--- src/rtl/gpr_scoreboard_pkg.sv ---
// gpr_scoreboard_pkg
//   Shared types and default sizing for the GPR hazard scoreboard.
//   gpr_state_t is one-hot so the per-register status vectors fall straight
//   out of single state bits.
package gpr_scoreboard_pkg;

  localparam int DEFAULT_REGCOUNT     = 16;
  localparam int DEFAULT_ADDRWIDTH    = 4;
  localparam int DEFAULT_PENDINGWIDTH = 8;

  typedef enum logic [3:0] {
    GPR_CLEAN  = 4'b0001,
    GPR_DIRTY  = 4'b0010,
    GPR_SOILED = 4'b0100,
    GPR_PENDWR = 4'b1000
  } gpr_state_t;

endpackage

--- src/rtl/gpr_state_cell.sv ---
// gpr_state_cell
//   Hazard FSM and pending-runahead-read counter for a single GPR.
//   Ports:
//     clk, clk_en, sync_rst  clock, global enable, synchronous reset
//     accept                 the issuing instruction is accepted this cycle
//     to_runahead            accepted instruction goes to the runahead queue
//     from_runahead          accepted instruction comes from the runahead queue
//     dirty_issue            accepted instruction is multicycle
//     rd_count               number of operands (0..2) reading this register
//     wr                     this register is the instruction's destination
//     dw                     multicycle writeback targets this register
//     state                  current FSM state
//     clamp                  counter saturated or underflowed this cycle
//   PENDINGWIDTH must be at least 2 so the counter can hold a double read.
module gpr_state_cell
  import gpr_scoreboard_pkg::*;
#(
  parameter int PENDINGWIDTH = DEFAULT_PENDINGWIDTH
) (
  input  logic       clk,
  input  logic       clk_en,
  input  logic       sync_rst,
  input  logic       accept,
  input  logic       to_runahead,
  input  logic       from_runahead,
  input  logic       dirty_issue,
  input  logic [1:0] rd_count,
  input  logic       wr,
  input  logic       dw,
  output gpr_state_t state,
  output logic       clamp
);

  logic [PENDINGWIDTH-1:0] count;
  logic [PENDINGWIDTH-1:0] count_next;
  logic [PENDINGWIDTH-1:0] rd_narrow;
  logic [PENDINGWIDTH:0]   sum;
  gpr_state_t              state_next;

  assign rd_narrow = PENDINGWIDTH'(rd_count);
  assign sum       = {1'b0, count} + {1'b0, rd_narrow};

  // Counter update: runahead diversions add the reads, runahead issues
  // retire them. Out-of-range results clamp and raise a one-cycle flag.
  always_comb begin
    count_next = count;
    clamp      = 1'b0;
    if (accept && to_runahead) begin
      if (sum[PENDINGWIDTH]) begin
        count_next = '1;
        clamp      = 1'b1;
      end else begin
        count_next = sum[PENDINGWIDTH-1:0];
      end
    end else if (accept && from_runahead) begin
      if (count < rd_narrow) begin
        count_next = '0;
        clamp      = 1'b1;
      end else begin
        count_next = count - rd_narrow;
      end
    end
  end

  // State transitions. Read effects land in count_next first, so a write
  // to a register the same instruction reads sees the updated count.
  always_comb begin
    state_next = state;
    unique case (state)
      GPR_CLEAN: begin
        if (accept && wr && dirty_issue)
          state_next = GPR_DIRTY;
        else if (accept && (rd_count != 2'd0) && to_runahead)
          state_next = GPR_SOILED;
      end
      GPR_DIRTY: begin
        if (dw && accept && wr && dirty_issue)
          state_next = GPR_DIRTY;
        else if (dw)
          state_next = GPR_CLEAN;
        else if (accept && wr && !dirty_issue)
          state_next = GPR_PENDWR;
      end
      GPR_SOILED: begin
        if (accept && wr && to_runahead)
          state_next = GPR_PENDWR;
        else if (accept && from_runahead && (count_next == '0))
          state_next = GPR_CLEAN;
      end
      GPR_PENDWR: begin
        if (dw)
          state_next = (count_next == '0) ? GPR_CLEAN : GPR_SOILED;
      end
      default: state_next = GPR_CLEAN;
    endcase
  end

  always_ff @(posedge clk) begin
    if (sync_rst) begin
      state <= GPR_CLEAN;
      count <= '0;
    end else if (clk_en) begin
      state <= state_next;
      count <= count_next;
    end
  end

endmodule

--- src/rtl/gpr_scoreboard_bank.sv ---
// gpr_scoreboard_bank
//   Scoreboard for REGCOUNT GPRs beside the register file at issue.
//   Ports:
//     clk, clk_en, sync_rst        clock, global enable, synchronous reset
//     InstructionValid             an instruction is issuing
//     ReadEnA/B, ReadAddrA/B       operand reads
//     WriteEn, WriteAddr           destination
//     DirtyIssue                   multicycle instruction
//     ToRunahead, FromRunahead     runahead queue diversion / issue
//     DirtyWriteValid/Addr         multicycle writeback
//     Stall                        combinational issue stall
//     IsClean/IsDirty/IsSoiled/HasPendingWrite  per-register state vectors
//     CounterError                 sticky counter clamp indication
module gpr_scoreboard_bank
  import gpr_scoreboard_pkg::*;
#(
  parameter int REGCOUNT     = DEFAULT_REGCOUNT,
  parameter int ADDRWIDTH    = DEFAULT_ADDRWIDTH,
  parameter int PENDINGWIDTH = DEFAULT_PENDINGWIDTH
) (
  input  logic                 clk,
  input  logic                 clk_en,
  input  logic                 sync_rst,
  input  logic                 InstructionValid,
  input  logic                 ReadEnA,
  input  logic                 ReadEnB,
  input  logic [ADDRWIDTH-1:0] ReadAddrA,
  input  logic [ADDRWIDTH-1:0] ReadAddrB,
  input  logic                 WriteEn,
  input  logic [ADDRWIDTH-1:0] WriteAddr,
  input  logic                 DirtyIssue,
  input  logic                 ToRunahead,
  input  logic                 FromRunahead,
  input  logic                 DirtyWriteValid,
  input  logic [ADDRWIDTH-1:0] DirtyWriteAddr,
  output logic                 Stall,
  output logic [REGCOUNT-1:0]  IsClean,
  output logic [REGCOUNT-1:0]  IsDirty,
  output logic [REGCOUNT-1:0]  IsSoiled,
  output logic [REGCOUNT-1:0]  HasPendingWrite,
  output logic                 CounterError
);

  logic [REGCOUNT-1:0] pend_vec;
  logic [REGCOUNT-1:0] clamp_vec;
  logic                accept;

  // Any operand or the destination touching a register still waiting on
  // its final write blocks the whole instruction.
  assign Stall = InstructionValid &
                 ((ReadEnA & pend_vec[ReadAddrA]) |
                  (ReadEnB & pend_vec[ReadAddrB]) |
                  (WriteEn & pend_vec[WriteAddr]));

  assign accept = clk_en & InstructionValid & ~Stall;

  for (genvar r = 0; r < REGCOUNT; r++) begin : g_reg
    localparam logic [ADDRWIDTH-1:0] IDX = ADDRWIDTH'(r);

    logic       hit_a;
    logic       hit_b;
    logic [1:0] rd_count;
    gpr_state_t state;

    assign hit_a    = ReadEnA & (ReadAddrA == IDX);
    assign hit_b    = ReadEnB & (ReadAddrB == IDX);
    assign rd_count = {1'b0, hit_a} + {1'b0, hit_b};

    gpr_state_cell #(
      .PENDINGWIDTH(PENDINGWIDTH)
    ) u_cell (
      .clk          (clk),
      .clk_en       (clk_en),
      .sync_rst     (sync_rst),
      .accept       (accept),
      .to_runahead  (ToRunahead),
      .from_runahead(FromRunahead),
      .dirty_issue  (DirtyIssue),
      .rd_count     (rd_count),
      .wr           (WriteEn & (WriteAddr == IDX)),
      .dw           (DirtyWriteValid & (DirtyWriteAddr == IDX)),
      .state        (state),
      .clamp        (clamp_vec[r])
    );

    assign IsClean[r]  = (state == GPR_CLEAN);
    assign IsDirty[r]  = (state == GPR_DIRTY);
    assign IsSoiled[r] = (state == GPR_SOILED);
    assign pend_vec[r] = (state == GPR_PENDWR);
  end

  assign HasPendingWrite = pend_vec;

  // Sticky error: once any counter clamps it stays up until reset.
  always_ff @(posedge clk) begin
    if (sync_rst)
      CounterError <= 1'b0;
    else if (clk_en && (|clamp_vec))
      CounterError <= 1'b1;
  end

endmodule

--- config.mk ---
export PLATFORM = sky130hd
export DESIGN_NAME = gpr_scoreboard_bank
export DESIGN_NICKNAME = d
export VERILOG_FILES = /design/src/rtl/gpr_scoreboard_pkg.sv /design/src/rtl/gpr_state_cell.sv /design/src/rtl/gpr_scoreboard_bank.sv
export SDC_FILE = /design/constraint.sdc
export NUM_CORES = 1
export LEC_CHECK = 0
export ABC_AREA = 1
export CORE_ASPECT_RATIO = 1.75
export CORE_MARGIN = 5
export CORE_UTILIZATION = 62
export DETAILED_ROUTE_END_ITERATION = 10
export HOLD_SLACK_MARGIN = 0.03
export PLACE_DENSITY_LB_ADDON = 0.12
export SETUP_SLACK_MARGIN = 0.2
export SYNTH_ARGS = -nofsm -noshare
export SYNTH_HDL_FRONTEND = slang
export SYNTH_SLANG_ARGS = --single-unit
--- constraint.sdc ---
create_clock -name clk -period 4.48 [get_ports clk]
set_input_delay 0.672 -clock clk [delete_from_list [all_inputs] [get_ports clk]]
set_output_delay 0.672 -clock clk [all_outputs]
set_load 0.01 [all_outputs]
==> metrics.md, run 1 <==
| Metric | Value |
|---|---|
| Outcome | `complete, no violations` |
| Global placement routability congestion | `around 1.0` |
| Cell area after layout | `roughly 25000 um^2` |
| Most instantiated library cell after synthesis | `sky130_fd_sc_hd__nor2_1` |
| Overall routed net length | `70500 um` |
| Count of yosys warnings during synthesis | `0` |
| Buffers on Ports | `slightly above 90` |
| Portion of synthesized cell area occupied by the leading cell type | `0.194` |
| Final hold violations | `0` |
| Largest cells by area after synthesis | `sky130_fd_sc_hd__dfxtp_1 (19%), sky130_fd_sc_hd__nor2_1 (14%), sky130_fd_sc_hd__nand2_1 (13%), sky130_fd_sc_hd__inv_1 (8.0%), sky130_fd_sc_hd__ha_1 (7.0%)` |
| Family of cells with the greatest summed delay on the critical path | `simple AND/OR/NAND/NOR gates` |
| Capture endpoint of the worst hold path | `g_reg[9].u_cell.state[1]$_SDFFE_PP0P_` |
| Multi-input combinational cell area | `about 14000 um^2` |
| Fin crit share | `0.921` |
| Post-Syn Nets | `around 3600` |
| Aggregate global routing overflow | `0` |
| Worst Hold Launch | `g_reg[9].u_cell.state[1]$_SDFFE_PP0P_` |
| RSZ-0062 raised after global routing | `yes` |
| Quantity of hold-fixing buffers added after cts | `0` |
| Largest net degree at the start of global routing | `81` |
| Crit start category | `input pin` |
| Prevailing post-synth register cell | `sky130_fd_sc_hd__dfxtp_1` |
| Maxcap violations | `0` |
| R2R depth | `19` |
| Highest fanout seen on the critical path | `3` |
| Power density cells | `approximately 260 nW/um^2` |
| Leak pwr | `around 0.012 uW` |
| Wire length of the first global-routing pass | `around 110000 um` |
| First-pass detailed-route iteration total | `6` |
| Fraction of registers with async set/reset | `0` |
| Cell accounting for the most synthesized area | `sky130_fd_sc_hd__dfxtp_1` |
| Share of cells above drive strength 1 | `0.163` |
| Count of cells along the worst hold path | `2` |
| Reg-to-reg critical path endpoint | `g_reg[14].u_cell.state[2]$_SDFFE_PP0P_` |
| Top achievable clock speed | `~240 MHz` |
| Number of nets with antenna violations after routing | `0` |
| GR Util All Layers | `0.374` |
| Effective utilization at floorplan | `0.628` |
| Number of synthesized flops with an enable pin | `0` |
| Floorplan die width | `around 150 um` |
| Critical register-to-register path startpoint | `g_reg[14].u_cell.state[2]$_SDFFE_PP0P_` |
| Hpwl dp | `between 50000 and 60000 um` |
| Wire length per cell | `16.8 um` |
| Floorplan core area | `approximately 32000 um^2` |
| Headroom to the max-slew limit | `0.363` |
| Time the final worst path needs with I/O delays and setup | `around 4.1 ns` |
| Depth of the CTS H-tree | `4` |
| Number of cells produced by synthesis | `3431` |
| Area growth from synthesis to layout | `24.3%` |
| Setup Viol. Count Final | `0` |
| Post-DP Area | `between 20000 and 25000 um^2` |
| CP Data Required Time | `approximately 4.8 ns` |
| Portion of the post-synthesis area used by sequential elements | `0.194` |
| Mapped Area | `just under 20000 um^2` |
| Vias in the first global route | `about 24000` |
| Flop2flop setup slack | `0.86 ns` |
| Most instantiated cells after synthesis | `sky130_fd_sc_hd__nor2_1 (738), sky130_fd_sc_hd__nand2_1 (706), sky130_fd_sc_hd__inv_1 (425)` |
| Total via count in the routed design | `24200` |
| Count of cell types in the netlist | `47` |
| Final TNS setup | `0 ns` |
| Kind of end point of the critical path | `flip-flop` |
| Final Skew | `between 0.015 and 0.02 ns` |
| Clock Latency Late Sink | `0.48 ns` |
| Slew Viols, Final | `0` |
| Detailed-route vias per instance | `between 5 and 6` |
| Std-Cell Rows | `86` |
| Storage cell area | `between 3000 and 4000 um^2` |
| CTS root buffer | `sky130_fd_sc_hd__clkbuf_16` |
| Die Y-Extent | `~250 um` |
| CTS max path bufs | `2` |
| CTS tree | `yes` |
| Count of buffer and inverter cells on the critical path | `6` |
| Biggest cell delay along the critical path | `between 0.4 and 0.5 ns` |
| Iter 0 DRT Violations | `around 1900` |
| Final nets | `around 4000` |
| Worst vdd ir | `roughly 0.38 mV` |
| Cell with the largest stage delay on the worst path | `sky130_fd_sc_hd__clkdlybuf4s50_1` |
| #FFs+latches synth | `between 150 and 200` |
| Total DRC errors in the routed layout | `0` |
| Fill cell count | `2523` |
| Sink Count | `193` |
| Top Ports | `just over 90` |
| Avg Synthesized Cell Area | `about 5.8 um^2` |
| Die area | `between 30000 and 40000 um^2` |
| HP Class | `flip-flop to flip-flop` |
| Worst setup path category | `input pin to flip-flop` |
| Clk pin slew, worst setup/hold paths | `around 0.08 ns` |
| Antenna violations before repair | `4` |
| Number of buffers inserted during clock tree synthesis | `17` |
| Worst-Margin Slew | `0.956 ns` |
| Arrival time of data at the critical path endpoint | `4.48 ns` |
cell type report:
type,instances,share of cell area
Clock inverter,12,0.00598
Sequential cell,193,0.156
Timing Repair inverter,2,0.000608
Timing Repair Buffer,457,0.153
Multi-Input combinational cell,2656,0.578
Tap cell,396,0.0201
Antenna cell,3,0.000304
Clock buffer,19,0.0179
Inverter,447,0.0684
timing repair:
item,4_1_cts,5_1_grt
setup endpoints to repair,25,65
cloned,0,2
gates resized for setup,14,163
buffers inserted,2,6
pin swaps,2,30
per-layer routing:
layer | part of all wire | vias up | track usage
met1 | 0.36 | 11100 | 0.394
met2 | 0.49 | 1180 | 0.665
met3 | 0.075 | 367 | 0.0675
li1 | - | 11600 | -
met5 | 0.00018 | - | 0
met4 | 0.072 | 2 | 0.268
placed cells by master, fill, tap and decap left out, types with 27 or more instances in the layout:
master / instances
sky130_fd_sc_hd__a21oi_1: 200
sky130_fd_sc_hd__buf_4: 359
sky130_fd_sc_hd__clkdlybuf4s50_1: 83
sky130_fd_sc_hd__dfxtp_1: 193
sky130_fd_sc_hd__fa_1: 27
sky130_fd_sc_hd__ha_1: 105
sky130_fd_sc_hd__inv_1: 404
sky130_fd_sc_hd__inv_2: 35
sky130_fd_sc_hd__nand2_1: 700
sky130_fd_sc_hd__nand3_1: 262
sky130_fd_sc_hd__nand4_1: 110
sky130_fd_sc_hd__nor2_1: 687
sky130_fd_sc_hd__nor2_2: 50
sky130_fd_sc_hd__nor3_1: 70
sky130_fd_sc_hd__nor3_2: 27
sky130_fd_sc_hd__o21ai_0: 95
sky130_fd_sc_hd__xor2_1: 98
cell families after synthesis:
logic type               after synthesis  synth area share
AO/OA/AOI/OAI                        388             0.107
XOR/XNOR                             118            0.0520
adder cells (fa/ha/maj)              144             0.103
buffers and inverters                582             0.116
flip-flops                           193             0.194
AND/OR/NAND/NOR                     2006             0.428
worst max path at each step:
stage,start,end,cells after the start
6_report,ReadAddrB[2],g_reg[13].u_cell.state[0]$_SDFFE_PP1P_,26
5_1_grt,ReadAddrB[2],g_reg[13].u_cell.state[3]$_SDFFE_PP0P_,27
4_1_cts,ReadAddrB[0],g_reg[1].u_cell.state[1]$_SDFFE_PP0P_,29
3_5_place_dp,ReadAddrB[0],g_reg[1].u_cell.state[1]$_SDFFE_PP0P_,29
3_3_place_gp,ReadAddrB[1],CounterError$_SDFFE_PP0P_,21
2_1_floorplan,ReadAddrB[0],g_reg[13].u_cell.state[1]$_SDFFE_PP0P_,27
metrics by stage:
step                instances   util  total power, uW  hold slack [ns]  setup slack (ns)
CTS                      4174  0.762             6300            0.481             0.201
floorplan                3431      -             3740            0.451             0.811
detailed placement       4141  0.741             4670            0.470            -0.407
global placement         4141  0.741             4600            0.465            -0.396
global route             4184  0.781             6780            0.510             0.101
finish                   4185  0.781             6380            0.486             0.352
state kept, by name, indices dropped and copies added (netlist names):
register        flops
g.u_cell.count    128
g.u_cell.state     64
CounterError        1
worst reg2reg max path: stages (launching register included):
cell                       delay (ns)
sky130_fd_sc_hd__dfxtp_1         0.41
sky130_fd_sc_hd__nor2_1          0.07
sky130_fd_sc_hd__nand2_1         0.28
sky130_fd_sc_hd__nand2_1         0.09
sky130_fd_sc_hd__nand2_1         0.08
sky130_fd_sc_hd__nor2_1          0.05
sky130_fd_sc_hd__nor2_1          0.09
sky130_fd_sc_hd__nor2_1          0.05
sky130_fd_sc_hd__nand3_1         0.19
sky130_fd_sc_hd__nand2_2         0.13
sky130_fd_sc_hd__nor2_4          0.24
sky130_fd_sc_hd__nand2_2         0.22
sky130_fd_sc_hd__clkinv_1        0.26
sky130_fd_sc_hd__nand4_1         0.33
sky130_fd_sc_hd__o21ai_0         0.36
sky130_fd_sc_hd__nor2_1          0.07
sky130_fd_sc_hd__nor2_1          0.24
sky130_fd_sc_hd__nand2_1         0.17
sky130_fd_sc_hd__o21bai_1        0.16
sky130_fd_sc_hd__nor2_1          0.05
power by group:
part | leakage (uW) | internal, uW | switching, uW | total, uW
Sequential | 0.00156 | 1890 | 165 | 2060
Clock | 0.000283 | 849 | 789 | 1640
Combinational | 0.00971 | 1060 | 1630 | 2680
Note: power is estimated with default switching activity, not from simulation.
==> inputs of run 2 (changes only) <==
Settings changed: SLEW_MARGIN set to 30, TNS_END_PERCENT set to 100.
==> results of run 2 <==
Same layout as run 1: the final DEF is identical, and so are final timing and power.
